## config.mk

```make
export PLATFORM = sky130hd
export DESIGN_NAME = shift_restore
export DESIGN_NICKNAME = d
export VERILOG_FILES = /design/src/rtl/shift_restore.sv
export SDC_FILE = /design/constraint.sdc
export NUM_CORES = 1
export LEC_CHECK = 0
export ABC_CLOCK_PERIOD_IN_PS = 3250
export BUFFER_PORTS_ARGS = -buffer_cell sky130_fd_sc_hd__buf_2
export CAP_MARGIN = 20
export CORE_AREA = 2 2 39 41
export DETAILED_ROUTE_END_ITERATION = 8
export DIE_AREA = 0 0 41 43
export MAX_ROUTING_LAYER = met4
export PLACE_DENSITY = 0.79
export SLEW_MARGIN = 20
export SYNTH_ARGS = -nofsm -noshare
export SYNTH_HDL_FRONTEND = slang
export SYNTH_SLANG_ARGS = --single-unit
```

## constraint.sdc

```tcl
create_clock -name clk -period 3.25 [get_ports clk]
set_input_delay 0.1625 -clock clk [delete_from_list [all_inputs] [get_ports clk]]
set_output_delay 0.1625 -clock clk [all_outputs]
set_load 0.02 [all_outputs]
```

## src/rtl/shift_restore.sv

```systemverilog
`default_nettype none
// ============================================================================
// shift_restore : bit-serial inverse of the shift/rotate stage (one bit/clk).
// Optional: SHIFT_RESTORE_FILL_EN selects restoring lost bits from in_fill.
// Revision: 1.0
// ============================================================================
module shift_restore #(
    parameter int WIDTH = 4,
    parameter int AMT_W = $clog2(WIDTH)
) (
    input  logic             clk,
    input  logic             rst,
    input  logic             in_valid,
    output logic             in_ready,
    input  logic [WIDTH-1:0] in_data,
    input  logic [1:0]       in_mode,
    input  logic [AMT_W-1:0] in_amt,
    input  logic [WIDTH-1:0] in_fill,
    output logic             out_valid,
    input  logic             out_ready,
    output logic [WIDTH-1:0] out_data,
    output logic [1:0]       out_mode
);

    typedef enum logic [1:0] {
        IDLE = 2'd0,
        RUN  = 2'd1,
        DONE = 2'd2
    } state_t;

    state_t           r_state;
    state_t           w_next;
    logic [WIDTH-1:0] r_work;
    logic [1:0]       r_mode;
    logic [AMT_W-1:0] r_cnt;
    logic             w_ins;

`ifdef SHIFT_RESTORE_FILL_EN
    // Fill is consumed LSB-first, so shifting it down keeps the current bit at [0].
    logic [WIDTH-1:0] r_fill;

    always_ff @(posedge clk) begin
        if (rst) begin
            r_fill <= '0;
        end else if (r_state == IDLE && in_valid) begin
            r_fill <= in_fill;
        end else if (r_state == RUN) begin
            r_fill <= r_fill >> 1;
        end
    end

    assign w_ins = r_fill[0];
`else
    logic w_unused_fill;
    assign w_unused_fill = ^in_fill;
    assign w_ins         = 1'b0;
`endif

    always_comb begin
        w_next = r_state;
        case (r_state)
            IDLE: begin
                if (in_valid) begin
                    w_next = (in_mode == 2'b00 || in_amt == '0) ? DONE : RUN;
                end
            end
            RUN: begin
                if (r_cnt == AMT_W'(1)) begin
                    w_next = DONE;
                end
            end
            DONE: begin
                if (out_ready) begin
                    w_next = IDLE;
                end
            end
            default: w_next = IDLE;
        endcase
    end

    always_ff @(posedge clk) begin
        if (rst) begin
            r_state <= IDLE;
            r_work  <= '0;
            r_mode  <= 2'b00;
            r_cnt   <= '0;
        end else begin
            r_state <= w_next;
            case (r_state)
                IDLE: begin
                    if (in_valid) begin
                        r_work <= in_data;
                        r_mode <= in_mode;
                        r_cnt  <= in_amt;
                    end
                end
                RUN: begin
                    r_cnt <= r_cnt - AMT_W'(1);
                    case (r_mode)
                        2'b01:   r_work <= {w_ins, r_work[WIDTH-1:1]};
                        2'b10:   r_work <= {r_work[WIDTH-2:0], w_ins};
                        2'b11:   r_work <= {r_work[WIDTH-2:0], r_work[WIDTH-1]};
                        default: r_work <= r_work;
                    endcase
                end
                default: begin
                end
            endcase
        end
    end

    assign in_ready  = (r_state == IDLE);
    assign out_valid = (r_state == DONE);
    assign out_data  = r_work;
    assign out_mode  = r_mode;

endmodule
`default_nettype wire

```

Word-level counts from Yosys, hierarchy flattened
Cells that the tools add are included.
{"block": "totals", "reg_bits": 10, "latchBits": 0, "mem_bits_rw": 0, "rom_bits": 0, "in_bits": 16, "out_inout_bits": 8, "elab_cells": 34, "mem_count": 0}
{"block": "op_classes", "n_addsub": 1, "mul": 0, "div": 0, "n_lt_le_gt_ge": 0, "eq_ne": 10, "shifts": 0, "n_mux": 10, "bitwise": 0, "n_reduce_logical": 9}
{"op": "$pmux 4 s3", "count": 1}
{"op": "$mux 2", "count": 5}
{"op": "$pmux 4 s2", "count": 1}
{"op": "$eq 2x1->1 const B", "count": 3}
{"op": "$eq 2x2->1 const B", "count": 3}
{"op": "$logic_not 2->1", "count": 3}
{"op": "$pmux 2 s3", "count": 1}
{"op": "$reduce_and 3->1", "count": 2}
{"op": "$mux 4", "count": 1}
{"op": "$ne 2x2->1 const B", "count": 2}
{"op": "$ne 4x4->1 const B", "count": 1}
{"op": "$pmux 2 s2", "count": 1}
{"op": "$reduce_and 2->1", "count": 2}
{"op": "$ne 2x1->1 const B", "count": 1}
{"op": "$reduce_bool 2->1", "count": 1}
{"op": "$sub 2x1->2 const B", "count": 1}
{"op": "$logic_or 1x1->1", "count": 1}

Longest topological paths before layout
Gate-level depths: netlist (run 1).
{"block": "depth", "ltp_word": 5, "ltp_mapped": 4, "ltp_nobuf": 4}

Least setup slack after synthesis (run 1)
No wires, ideal clock.
{"block": "synth_timing", "kind": "register -> register", "from": "register r_mode[1] (netlist: out_mode[1])", "to": "register r_work[0] (netlist: out_data[0])", "setup_time_ns": 0.092, "t_arrival_ns": 1.328, "setup_slack_ns": 1.830, "stages_incl_launch_ff": 5, "n_path_buf": 1, "cell_sequence": "dfxtp_1 -> buf_2 -> nor3b_4 -> or3_4 -> o32ai_1"}
{"block": "synth_between", "elab_chain_cells": 3, "elab_cells_between_ends": 7}
{"element": "start, declared", "line": "34", "rtl": "logic [1:0] r_mode;"}
{"element": "start signal, assigned", "line": "93", "rtl": "r_mode <= in_mode;"}
{"element": "$eq 2x2->1 or $eq 2x1->1 (tied branches)", "line": "99", "rtl": "case (r_mode)"}
{"element": "$pmux 4 s3 or $ne 4x4->1 (tied branches)"}
{"element": "$pmux 4 s2 or $reduce_and 3->1 (tied branches)"}
{"element": "end signal, assigned", "line": "92", "rtl": "r_work <= in_data;"}
{"element": "end signal, assigned", "line": "100", "rtl": "2'b01: r_work <= {w_ins, r_work[WIDTH-1:1]};"}
{"element": "end signal, assigned", "line": "101", "rtl": "2'b10: r_work <= {r_work[WIDTH-2:0], w_ins};"}
{"element": "end, declared", "line": "33", "rtl": "logic [WIDTH-1:0] r_work;"}
Several ways; a longest one is shown, not always the timed one.
A chain may end at the register's enable or synchronous reset.

Worst setup path in the final report (run 1)
{"block": "layout_timing", "from": "register r_state[1]", "to": "register r_work[3] (netlist: out_data[3])"}
{"block": "layout_between", "elab_chain_cells": 3, "elab_cells_between_ends": 7}
{"element": "start, declared", "line": "31", "rtl": "state_t r_state;"}
{"element": "start signal, assigned", "line": "88", "rtl": "r_state <= w_next;"}
{"element": "$eq 2x1->1 or $logic_not 2->1 (tied branches)", "line": "89", "rtl": "case (r_state)"}
{"element": "$ne 4x4->1 (no line) (tied with other cells)"}
{"element": "$reduce_and 3->1 (no line)"}
Several ways; a longest one is shown, not always the timed one.

==> out/metrics.csv, run 1 <==
metric,value,unit
ys_ff_latch,10,
critPathKind,reg2reg,
synth_top_area_share,33.54,%
drtIter0Drc,7,
maxSlewViolCount,0,
critPathMaxFanout,14,
syn_area_per_cell,8.526,sq um
num_antenna_cells,0,
regToRegSetupSlack,1.83,ns
endpoint,out_data[3],
cp.depth,3,
p_leak,0.0003247,uW
post_drt_wl_per_cell,12.95,um
insertion_delay,0.27,ns
cts_num_sinks,10,
die_height,43,um
clk_pin_slew_worst_paths,0.07,ns
r2r_cells,3,
crit_path_end_kind,register,
vias,579,
worst_pin_slew,0.4101,ns
max-cap-violations,0,
start_util,43.13,%
grt_max_degree,15,
cts_hold_buffers,0,
yosys.cell_count.top_type,dfxtp_1,
setup_viol,0,
core_area,1384,sq um
synth_area_leader_cell,dfxtp_1,
timing.rr.start,r_state[1],
grt_pass1_vias,519,
synth_area_leaders,"dfxtp_1 34%, mux2i_1 6.7%, nor2b_1 6.3%, nor2_1 5.7%, o32ai_1 4.4%",
path_buf_inv,0,
async_flop_share,0,%
synth_area,596.8,sq um
synth_warnings,0,
clockRootBuffer,clkbuf_4,
period_share,43.64,%
whs,0.1453,ns
seqCellArea,200.2,sq um
syn_inst,70,
synth_commonest_cells,"10 x dfxtp_1, 9 x nor2_1, 6 x nor2b_1",
status,"finished, final reports clean",
powerDensity,504.0,nW/um^2
place_congestion,0.7365,
setup_ws,1.832,ns
fillers,140,
portBuffers,19,
die_w,41,um
ys.flop_type,dfxtp_1,
boundaryPins,24,
hold_viol,0,
peakVddDrop,0.2661,mV
layout-drive-gt1-share,29.21,%
layout.nets,107,
wirelength,1.360,mm
seq_area_frac_synth,33.54,%
cp.required,3.42,ns
cts_buffer_depth,2,
multiInputGateArea,357.8,sq um
antenna_found_initial,0,
critPathLaunch,r_state[1],
post_cts_buffers,0,
cp_cell_sequence,"and2b_1, mux2i_1, o311a_1",
overflow,0,
die-area,1763,sq um
synth_cell_types,30,
cts_buffers,3,
htree_levels,1,
slew_headroom,72.62,%
cts-resized-gates,0,
finalCriticalPeriod,1.418,ns
num_rows,14,
arrival,1.59,ns
grt_usage,18.89,%
syn_nets,87,
startpoint_type,register,
first_pass_iters,4,
rsz0062_at_grt,no,
final.setup.tns,0,ns
dp_slack,1.833,ns
drcViolationCount,0,
grt_pass1_wl,2.194,mm
slowest_delay,0.55,ns
synth_edf_count,0,
ant_nets,0,
hold_class,in2reg,
timing.fmax,705.0,MHz
vias_per_cell,5.514,
cts_tree,built,
cp_top_family,flip-flops,
rr_endpoint,out_data[3],
area_growth,21.38,%
slowest_stage,dfxtp_1,
skew,0.003680,ns
==> routing by layer <==
metal  part of all wire, %  vias to the layer above  track usage (%)
met5                     0                        -                -
met4                     0                        0            2.000
met3                   8.1                        0            9.424
met2                    49                       29            29.38
met1                    43                      261            22.08
li1                      -                      289                -
==> cells by family after synthesis <==
kind of cell / share of synthesized area [%]
AOI/OAI and AO/OA: 22.64
adders and majority gates: 2.096
buffers and inverters: 6.496
DFF: 33.54
muxes: 6.709
and+or+nand+nor: 28.51
==> cell type report <==
type	instances	area share [%]
multi-input combinational	52	49.40
sequential	10	27.63
clock buffer	4	5.009
timing repair buffer	19	13.13
tap	16	2.763
inverter	4	2.073
==> registers in the layout, indices dropped and copies added, names as in the netlist <==
signal    cells
out_data      4
r_cnt         2
out_mode      2
r_state       2
==> worst register-to-register path, delay by kind of cell (launching register included) <==
kind | cells | cell delay, ns
AO/OA/AOI/OAI | 1 | 0.28
multiplexers | 1 | 0.15
AND/OR/NAND/NOR | 1 | 0.33
flip-flops | 1 | 0.55
==> where the power goes <==
group          internal (uW)  total [uW]  switching (uW)
Combinational           44.7        95.3            50.6
Clock                   68.1         116            47.4
Sequential               136         154            18.1
==> worst min path at each step <==
| stage | startpoint | endpoint | cells after the start |
|---|---|---|---|
| 3_3_place_gp | in_mode[0] | out_mode[0] | 3 |
| 6_report | in_mode[0] | out_mode[0] | 3 |
| 4_1_cts | in_mode[0] | out_mode[0] | 3 |
| 2_1_floorplan | in_mode[0] | out_mode[0] | 2 |
| 5_1_grt | in_mode[0] | out_mode[0] | 3 |
| 3_5_place_dp | in_mode[0] | out_mode[0] | 3 |
==> placed cells by master, fill, tap and decap left out, drive strengths merged, types with 2 or more instances in the layout <==
| cell type | netlist | layout |
|---|---|---|
| mux2i | 4 | 4 |
| nor2b | 6 | 6 |
| clkbuf | 1 | 4 |
| a21oi | 4 | 4 |
| buf | 3 | 19 |
| a211oi | 2 | 2 |
| and2b | 2 | 2 |
| nor3b | 2 | 2 |
| o32ai | 3 | 3 |
| dfxtp | 10 | 10 |
| inv | 4 | 4 |
| nand2 | 5 | 5 |
| nor2 | 9 | 9 |
| o21bai | 2 | 2 |
==> per-stage QoR <==
step	instances	total power, uW	instance area, sq um	utilization (%)
2_1_floorplan	70	224.2	596.8	-
3_3_place_gp	101	248.2	688.2	49.73
3_5_place_dp	101	252.0	688.2	49.73
4_1_cts	105	367.0	724.4	52.35
5_1_grt	105	389.7	724.4	52.35
6_report	105	365.1	724.4	52.35
No activity file was read; power rests on OpenSTA's default activity.
==> run 2: changes to the inputs <==
==> config.mk (replaced) <==
export PLATFORM = sky130hd
export DESIGN_NAME = shift_restore
export DESIGN_NICKNAME = d
export VERILOG_FILES = /design/src/rtl/shift_restore.sv
export SDC_FILE = /design/constraint.sdc
export NUM_CORES = 1
export LEC_CHECK = 0
export ABC_CLOCK_PERIOD_IN_PS = 1300
export BUFFER_PORTS_ARGS = -buffer_cell sky130_fd_sc_hd__buf_2
export CAP_MARGIN = 20
export CORE_MARGIN = 1.5
export CORE_UTILIZATION = 41
export DETAILED_ROUTE_END_ITERATION = 8
export MAX_ROUTING_LAYER = met4
export PLACE_DENSITY = 0.76
export SLEW_MARGIN = 20
export SYNTH_ARGS = -nofsm -noshare
export SYNTH_HDL_FRONTEND = slang
export SYNTH_SLANG_ARGS = --single-unit
==> constraint.sdc (replaced) <==
create_clock -name clk -period 1.3 [get_ports clk]
set_input_delay 0.065 -clock clk [delete_from_list [all_inputs] [get_ports clk]]
set_output_delay 0.065 -clock clk [all_outputs]
set_load 0.02 [all_outputs]
==> run 2 against run 1 <==
Critical path depth did not move. Die area down 3.9%. Cell count is 5.7% higher. Total power increased to 2.6 times the previous value. Combinational power grew to 3.1 times the previous value. Clock power grew 140%. Sequential power grew 140%. Non-clock buffer count is 7 higher. Clock skew barely moved. Sequential cell count unchanged.
==> out/metrics.csv, run 2 (synthesis gave the netlist of run 1 again) <==
metric,value,unit
status,"finished, final reports clean",
overflow,0,
rr_endpoint,out_data[0],
fin_util,60.79,%
place_hpwl,1.016,mm
rsz0062_at_grt,yes,
vias_per_cell,5.207,
num_rows,13,
skew,0.003982,ns
grt_pass1_vias,477,
hold_path_end,out_mode[0],
htree_levels,1,
worst_pin_slew,0.4029,ns
maxSlewViolCount,0,
cts_buffers,3,
layout.nets,114,
num_antenna_cells,0,
drtIter0Drc,3,
cts_tree,built,
die_height,41.16,um
p_seq_share,39.9,%
slew_headroom,73.08,%
mostFrequentLayoutCell,buf_2,
hold_depth,3,
setup_viol,0,
vias,578,
hold_class,in2reg,
core_area,1334,sq um
min_from,in_mode[0],
r2r_cells,3,
hold_viol,0,
critPathMaxFanout,12,
cts_buffer_depth,2,
busiest_layer,met2,
finalCriticalPeriod,1.253,ns
post_cts_buffers,0,
period_share,96.40,%
peakVddDrop,0.6662,mV
post_drt_wl_per_cell,11.92,um
critPathKind,reg2reg,
insertion_delay,0.26,ns
cts_num_sinks,10,
final_cell_mix,"19 x buf_2, 9 x nor2_1, 7 x dfxtp_1, 7 x buf_4, 6 x nor2b_1",
p_clk_share,29.3,%
fillers,118,
die_w,41.16,um
p_comb_share,30.9,%
startpoint_type,register,
grt_pass1_wl,1.952,mm
regToRegSetupSlack,0.05,ns
drcViolationCount,0,
max-cap-violations,0,
grt_max_degree,13,
switching_share,30.57,%
portBuffers,19,
cts_hold_buffers,0,
use_met2,26.17,%
die-area,1694,sq um
timing.rr.start,r_state[1],
placed_cell_area,740.7,sq um
boundaryPins,24,
gr-usage-met1,23.70,%
design_area,810.8,sq um
timing.fmax,798.0,MHz
dp_cells,107,
area_growth,35.85,%
p_switching,288.9,uW
largest_reg_flops,4,
start_util,44.75,%
place_congestion,0.8919,
layout-drive-gt1-share,41.67,%
p_leak,0.0003710,uW
use_met3,4.891,%
clk_pin_slew_worst_paths,0.07,ns
clockRootBuffer,clkbuf_4,
ant_nets,0,
cp.required,1.48,ns
wirelength,1.323,mm
first_pass_iters,4,
powerDensity,1165,nW/um^2
instances_no_fill,111,
grt_usage,18.81,%
arrival,1.43,ns
crit_path_end_kind,register,
antenna_found_initial,0,
intPower,655.9,uW
## run 2: cell count changes in the layout (fill, tap and decap cells not counted), sizes merged
| cell | previous run | this run |
|---|---|---|
| buf | 19 | 26 |
## run 2: through the flow
| stage | TNS [ns] | power [uW] | hold WS (ns) | worst slack, ns |
|---|---|---|---|---|
| finish | 0 | 944.8 | 0.04760 | 0.04685 |
| global route | -0.01469 | 1011 | 0.06127 | -0.007649 |
| CTS | 0 | 943.0 | 0.03665 | 0.004047 |
| detailed placement | -0.03524 | 654.9 | 0.3249 | -0.02948 |
| global placement | -0.02913 | 648.6 | 0.3271 | -0.01936 |
| floorplan | 0 | 564.4 | 0.2121 | 0.01008 |
## run 2: worst max path at each step
stage                      startpoint     endpoint  slack (ns)  cells past startpoint
after CTS                  r_state[0]  out_data[0]       0.004                      3
final                      r_state[1]  out_data[0]        0.05                      3
after floorplan           out_mode[0]  out_data[0]        0.01                      3
after global placement     r_state[1]  out_data[0]       -0.02                      3
after detailed placement   r_state[1]  out_data[0]       -0.03                      3
after global routing       r_state[1]  out_data[0]      -0.008                      3
## run 2: layer usage
layer  vias to the layer above  routed length, um  part of all wire [%]
met5                         -                  0                     0
met4                         0                 13                  0.98
met3                         2                 68                   5.1
met2                        14                609                    46
met1                       260                631                    48
li1                        302                  -                     -
## run 2: worst max-delay path, stage by stage (launching register included)
cell and delay (ns):
dfxtp_4 0.37, o21bai_1 0.18, or3_4 0.36, o32ai_2 0.26
## run 2: final cells by class
class	instances	area (sq um)	area share [%]
multi-input combinational	52	386.6	47.69
clock buffer	4	36.28	4.475
sequential	10	206.4	25.46
tap	15	18.77	2.315
timing repair buffer	26	147.6	18.21
inverter	4	15.01	1.852
## run 2: power groups by stage
stage / combinational (uW) / sequential, uW / clock, uW
4_1_cts: 273 / 377 / 294
3_5_place_dp: 272 / 383 / 0
3_3_place_gp: 267 / 381 / 0
2_1_floorplan: 168 / 396 / 0
6_report: 292 / 377 / 277
5_1_grt: 320 / 383 / 308
## run 2: what timing repair did
action                                  4_1_cts  5_1_grt
endpoints found under the setup margin        4        4
hold endpoints to repair                      0        0
gates resized for setup                       1        6
